[src/rtl/parity_pkg.sv]
`default_nettype none
// ============================================================================
// Module      : parity_pkg
// Description : Shared state encoding and frame constants for parity_frame_tx.
// Revision    : 1.0 - initial release
// ============================================================================
package parity_pkg;

   typedef enum logic [2:0] {
      IDLE   = 3'd0,
      START  = 3'd1,
      DATA   = 3'd2,
      PARITY = 3'd3,
      STOP   = 3'd4
   } state_t;

   // Flat encodings so the state register can stay a plain logic vector.
   localparam logic [2:0] ST_IDLE   = IDLE;
   localparam logic [2:0] ST_START  = START;
   localparam logic [2:0] ST_DATA   = DATA;
   localparam logic [2:0] ST_PARITY = PARITY;
   localparam logic [2:0] ST_STOP   = STOP;

   localparam int FRAME_BITS = 19;
   localparam int DATA_W     = 16;

endpackage : parity_pkg
`default_nettype wire

[src/rtl/parity16_gen.sv]
`default_nettype none
// ============================================================================
// Module      : parity16_gen
// Description : Combinational XOR reduction of a 16-bit word.
// Revision    : 1.0 - initial release
// ============================================================================
module parity16_gen (
   input  logic [15:0] data,
   output logic        parity
);

   assign parity = ^data;

endmodule : parity16_gen
`default_nettype wire

[src/rtl/parity_frame_tx.sv]
`default_nettype none
// ============================================================================
// Module      : parity_frame_tx
// Description : Accepts a 16-bit word and serialises start, data LSB first,
//               parity and stop bits onto a single idle-high line.
// Revision    : 1.0 - initial release
// ============================================================================
module parity_frame_tx #(
   parameter int DATA_W       = parity_pkg::DATA_W,
   parameter int CLKS_PER_BIT = 4,
   parameter bit PARITY_ODD   = 1'b0
) (
   input  logic              clk,
   input  logic              rst_n,
   input  logic [DATA_W-1:0] in_data,
   input  logic              in_valid,
   output logic              in_ready,
   output logic              tx_out,
   output logic              busy,
   output logic              parity_out,
   output logic              done
);
   import parity_pkg::*;

   localparam int                 c_cnt_w    = (CLKS_PER_BIT > 1) ? $clog2(CLKS_PER_BIT) : 1;
   localparam logic [c_cnt_w-1:0] c_last_cnt = c_cnt_w'(CLKS_PER_BIT - 1);
   localparam logic [3:0]         c_last_idx = 4'(DATA_W - 1);

   logic [2:0]         r_state,   w_state_nxt;
   logic [c_cnt_w-1:0] r_bit_cnt, w_bit_cnt_nxt;
   logic [3:0]         r_bit_idx, w_bit_idx_nxt;
   logic [DATA_W-1:0]  r_shift,   w_shift_nxt;
   logic               r_parity,  w_parity_nxt;
   logic               r_tx,      w_tx_nxt;
   logic               r_done,    w_done_nxt;
   logic               w_accept;
   logic               w_bit_end;
   logic               w_word_parity;

   parity16_gen u_parity_gen (
      .data   (in_data),
      .parity (w_word_parity)
   );

   assign in_ready   = (r_state == ST_IDLE);
   assign busy       = (r_state != ST_IDLE);
   assign tx_out     = r_tx;
   assign parity_out = r_parity;
   assign done       = r_done;

   assign w_accept  = in_valid && in_ready;
   assign w_bit_end = (r_bit_cnt == c_last_cnt);

   always_comb begin
      w_state_nxt   = r_state;
      w_bit_cnt_nxt = r_bit_cnt;
      w_bit_idx_nxt = r_bit_idx;
      w_shift_nxt   = r_shift;
      w_parity_nxt  = r_parity;

      if (r_state != ST_IDLE) begin
         w_bit_cnt_nxt = w_bit_end ? '0 : r_bit_cnt + 1'b1;
      end

      case (r_state)
         ST_IDLE: begin
            if (w_accept) begin
               w_state_nxt   = ST_START;
               w_bit_cnt_nxt = '0;
               w_bit_idx_nxt = '0;
               w_shift_nxt   = in_data;
               w_parity_nxt  = w_word_parity ^ PARITY_ODD;
            end
         end
         ST_START: begin
            if (w_bit_end) w_state_nxt = ST_DATA;
         end
         ST_DATA: begin
            if (w_bit_end) begin
               w_shift_nxt = r_shift >> 1;
               if (r_bit_idx == c_last_idx) begin
                  w_state_nxt   = ST_PARITY;
                  w_bit_idx_nxt = '0;
               end else begin
                  w_bit_idx_nxt = r_bit_idx + 1'b1;
               end
            end
         end
         ST_PARITY: begin
            if (w_bit_end) w_state_nxt = ST_STOP;
         end
         ST_STOP: begin
            if (w_bit_end) w_state_nxt = ST_IDLE;
         end
         default: begin
            w_state_nxt = ST_IDLE;
         end
      endcase

      // Line level is registered, so it is decoded from the next-state view.
      case (w_state_nxt)
         ST_START:  w_tx_nxt = 1'b0;
         ST_DATA:   w_tx_nxt = w_shift_nxt[0];
         ST_PARITY: w_tx_nxt = w_parity_nxt;
         default:   w_tx_nxt = 1'b1;
      endcase

      w_done_nxt = (w_state_nxt == ST_STOP) && (w_bit_cnt_nxt == c_last_cnt);
   end

   always_ff @(posedge clk or negedge rst_n) begin
      if (!rst_n) begin
         r_state   <= ST_IDLE;
         r_bit_cnt <= '0;
         r_bit_idx <= '0;
         r_shift   <= '0;
         r_parity  <= 1'b0;
         r_tx      <= 1'b1;
         r_done    <= 1'b0;
      end else begin
         r_state   <= w_state_nxt;
         r_bit_cnt <= w_bit_cnt_nxt;
         r_bit_idx <= w_bit_idx_nxt;
         r_shift   <= w_shift_nxt;
         r_parity  <= w_parity_nxt;
         r_tx      <= w_tx_nxt;
         r_done    <= w_done_nxt;
      end
   end

endmodule : parity_frame_tx
`default_nettype wire

[config.mk]
export PLATFORM = sky130hd
export DESIGN_NAME = parity_frame_tx
export DESIGN_NICKNAME = d
export VERILOG_FILES = /design/src/rtl/parity_pkg.sv /design/src/rtl/parity16_gen.sv /design/src/rtl/parity_frame_tx.sv
export SDC_FILE = /design/constraint.sdc
export NUM_CORES = 1
export LEC_CHECK = 0
export CAP_MARGIN = 10
export CORE_AREA = 2 2 57 59
export DETAILED_ROUTE_END_ITERATION = 7
export DIE_AREA = 0 0 59 61
export PLACE_DENSITY = 0.71
export SYNTH_ARGS = -nofsm -noshare
export SYNTH_HDL_FRONTEND = slang
export SYNTH_SLANG_ARGS = --single-unit
[constraint.sdc]
create_clock -name clk -period 2 [get_ports clk]
set_input_delay 0.4 -clock clk [delete_from_list [all_inputs] [get_ports clk]]
set_output_delay 0.4 -clock clk [all_outputs]
set_load 0.02 [all_outputs]
==> reports/results.ini <==
[timing]
tns_ns=0
skew_ns=0.0103
min_period_over_period_pct=95.6
slew_headroom_pct=76.8
finalHoldViolCount=0
worst_hold_slack_ns=0.411
drv_slew=0
period_needed_ns=1.91
setup_viol=0
worst_pin_slew_ns=0.348
max_freq_ghz=0.523
rsz0062_at_grt=no

[routing]
wirelength_mm=2.79
route.detailed.drc=0
routedWlPerCell_um=13.7
via_count=1091
vias_per_cell=5.37
antenna_left=0
drt_iter0_markers=28
dr.pass1.iters=5

[global_routing]
grt_most_used_layer=met2
grtUsageMet1_pct=23.3
grt_pass1_vias=1074
grtUsageTotal_pct=17.7
grt_max_degree=29
met3_usage_pct=1.92
antenna_found_initial=0
grt_pass1_wl_mm=4.74
grt_overflow=0
grt_util_met2_pct=29.5

[synthesis]
syn_nets=164
yosys.area.top_type_share_pct=46.8
avgSynthCellArea_um2=10.1
synth.area.top_cells=dfrtp_1, nand2_1, xnor2_1, a22oi_1, dfstp_2
syn_area_um2=1450
synth_top_family_by_area=simple AND/OR/NAND/NOR gates
synthAdderAreaFrac_pct=1.73
netlist-cell-type-count=36
synthMuxAreaShare_pct=0
ys_ff_latch=28
ys_warn_count=0
yosysTopAreaCell=dfrtp_1
netlist_instances=143
synth-xor-area-share_pct=9.70
synth_compound_area_share_pct=16.4
ys_seq_area_share_pct=48.6
synthSimpleGateAreaFrac_pct=20.3

[setup_path]
worst_r2r_endpoint=r_shift[8]$_DFFE_PN0P_
r2r_slack_ns=0.26
crit_type=flip-flop to primary output
end_kind=primary output
reg2reg_from=r_bit_cnt[0]$_DFF_PN0_
crit_fanout=5
start_kind=flip-flop
r2r_cells=7
worstPathRequired_ns=1.60
worstPathArrival_ns=1.51

[power_and_ir_drop]
leakagePower_nw=0.798
power.total_mw=2.24
power_density_nw_per_um2=1280
ir_drop_mv=0.585

[cts]
cts_tree=done
cts.clk_slew.worst_paths_ns=0.15
cts_made_buffers=3
cts_hold_buf=0
clock_path_buffers=2
clock-sinks=28
h-tree-depth=1
clk_latency_ns=0.33
cts_root_buffer=clkbuf_4

[die]
core_um2=2950
die_w_um=59
dieArea_um2=3600
die_h_um=61
start_util_pct=48.9
core.rowCount=20
ioPinCount=24

[hold_path]
hold_class=primary input to async pin

[final_layout]
stdcell_area_um2=1750
drive_gt1_share_pct=12.4
area_delta_synth_final_pct=21.3
fin_cells=203
nets=192
fillers=253
antenna-diode-count=0

[placement]
place_inst=197
place_area_um2=1700
place.gp.congestion=0.837
dp_hpwl_mm=2.09
port_buffers=23

[run_status]
outcome=complete, no violations

[flow_run]
drv_cap=0

[what timing repair did]
| item | 4_1_cts | 5_1_grt |
|---|---|---|
| pin swaps | 0 | 1 |
| setup buffers | 0 | 2 |
| gates cloned | 0 | 0 |
| setup endpoints to repair | 2 | 1 |
| resized for setup | 3 | 1 |
[power by group]
| part | switching [mW] | internal, mW |
|---|---|---|
| registers | 0.168 | 0.804 |
| logic | 0.522 | 0.465 |
| clock network | 0.169 | 0.112 |
| total | 0.859 | 1.38 |
[sequential cells by signal, indices dropped and copies added, names as in the netlist]
register	count
r_bit_idx	4
done	1
r_bit_cnt	2
r_state	3
tx_out	1
parity_out	1
r_shift	16
[worst max-delay path: stages (launching register included)]
cell and delay (ns):
dfrtp_1 0.49, nor3_4 0.26, inv_1 0.10, dlygate4sd2_1 0.33
[through the flow]
stage | setup slack (ns) | utilization, %
after floorplan | 0.419 | -
after global placement | 0.218 | 57.6
after detailed placement | 0.192 | 57.6
after CTS | 0.0518 | 58.8
after global routing | 0.000595 | 59.4
final | 0.0873 | 59.4
[cells in the final DEF (no fill, tap or decap), types with 2 or more instances in the layout]
master and count:
nand2b_1 3, o21ai_1 5, dlygate4sd2_1 2, and3_1 2, ha_1 2, a22oi_1 15
xor2_1 3, nor2_1 4, clkdlybuf4s50_1 21, buf_4 6, clkbuf_4 3, and2_4 2
nor2b_1 2, o21ai_0 2, a21o_1 2, dfrtp_2 2, nand2_1 35, dfrtp_1 25
xnor2_1 13, a21oi_1 2
[synthesized netlist by cell type]
master / instances
nand2_1: 35
dfrtp_1: 27
a22oi_1: 15
xnor2_1: 13
o21ai_1: 5
nor2_1: 4
buf_2: 3
nand2b_1: 3
xor2_1: 3
a21o_1: 2
a21oi_1: 2
and2_4: 2
and3_1: 2
buf_6: 2
ha_1: 2
nor2b_1: 2
o21ai_0: 2
a221oi_1: 1
a31oi_1: 1
a32o_1: 1
a41oi_2: 1
and2b_1: 1
buf_4: 1
dfstp_2: 1
inv_1: 1
nand2_2: 1
nand3b_1: 1
nand4_1: 1
nor2_4: 1
nor2b_2: 1
nor2b_4: 1
nor3_4: 1
nor3b_1: 1
o211ai_1: 1
o21bai_1: 1
o31ai_1: 1
[worst max-delay path by stage]
stage	startpoint	cells past startpoint	slack [ns]	end
after floorplan	r_bit_cnt[0]$_DFF_PN0_	8	0.42	tx_out$_DFF_PN1_
final	r_state[1]$_DFF_PN0_	3	0.09	busy
after detailed placement	r_state[2]$_DFF_PN0_	3	0.19	busy
after global placement	r_state[2]$_DFF_PN0_	2	0.22	in_ready
after global routing	r_state[1]$_DFF_PN0_	3	0.0006	busy
after CTS	r_state[2]$_DFF_PN0_	3	0.05	busy
[cells by family (layout without fill, tap and decap cells)]
logic type,count (synthesis),in the layout
and+or+nand+nor,57,57
AOI/OAI and AO/OA,33,33
DFF,28,28
xor gates and xnor gates,16,16
buffers and inverters,7,34
adders and majority gates,2,2
[area by class of cell]
cell class | instances | area [um^2] | share of cell area [%]
inverters | 1 | 3.75 | 0.214
clock buffers | 4 | 36.3 | 2.07
multi-input cells | 108 | 694 | 39.6
repair buffers | 29 | 273 | 15.6
flip-flops and latches | 28 | 704 | 40.2
well taps | 33 | 41.3 | 2.36
[layer usage]
metal  wire length [um]  up-vias  share of wire, %
li1                   -      548                 -
met1               1280      515                46
met2               1380       24                49
met3                 86        4               3.1
met4                 37        0               1.3
met5                  0        -                 0
Note: power is estimated with default switching activity, not from simulation.
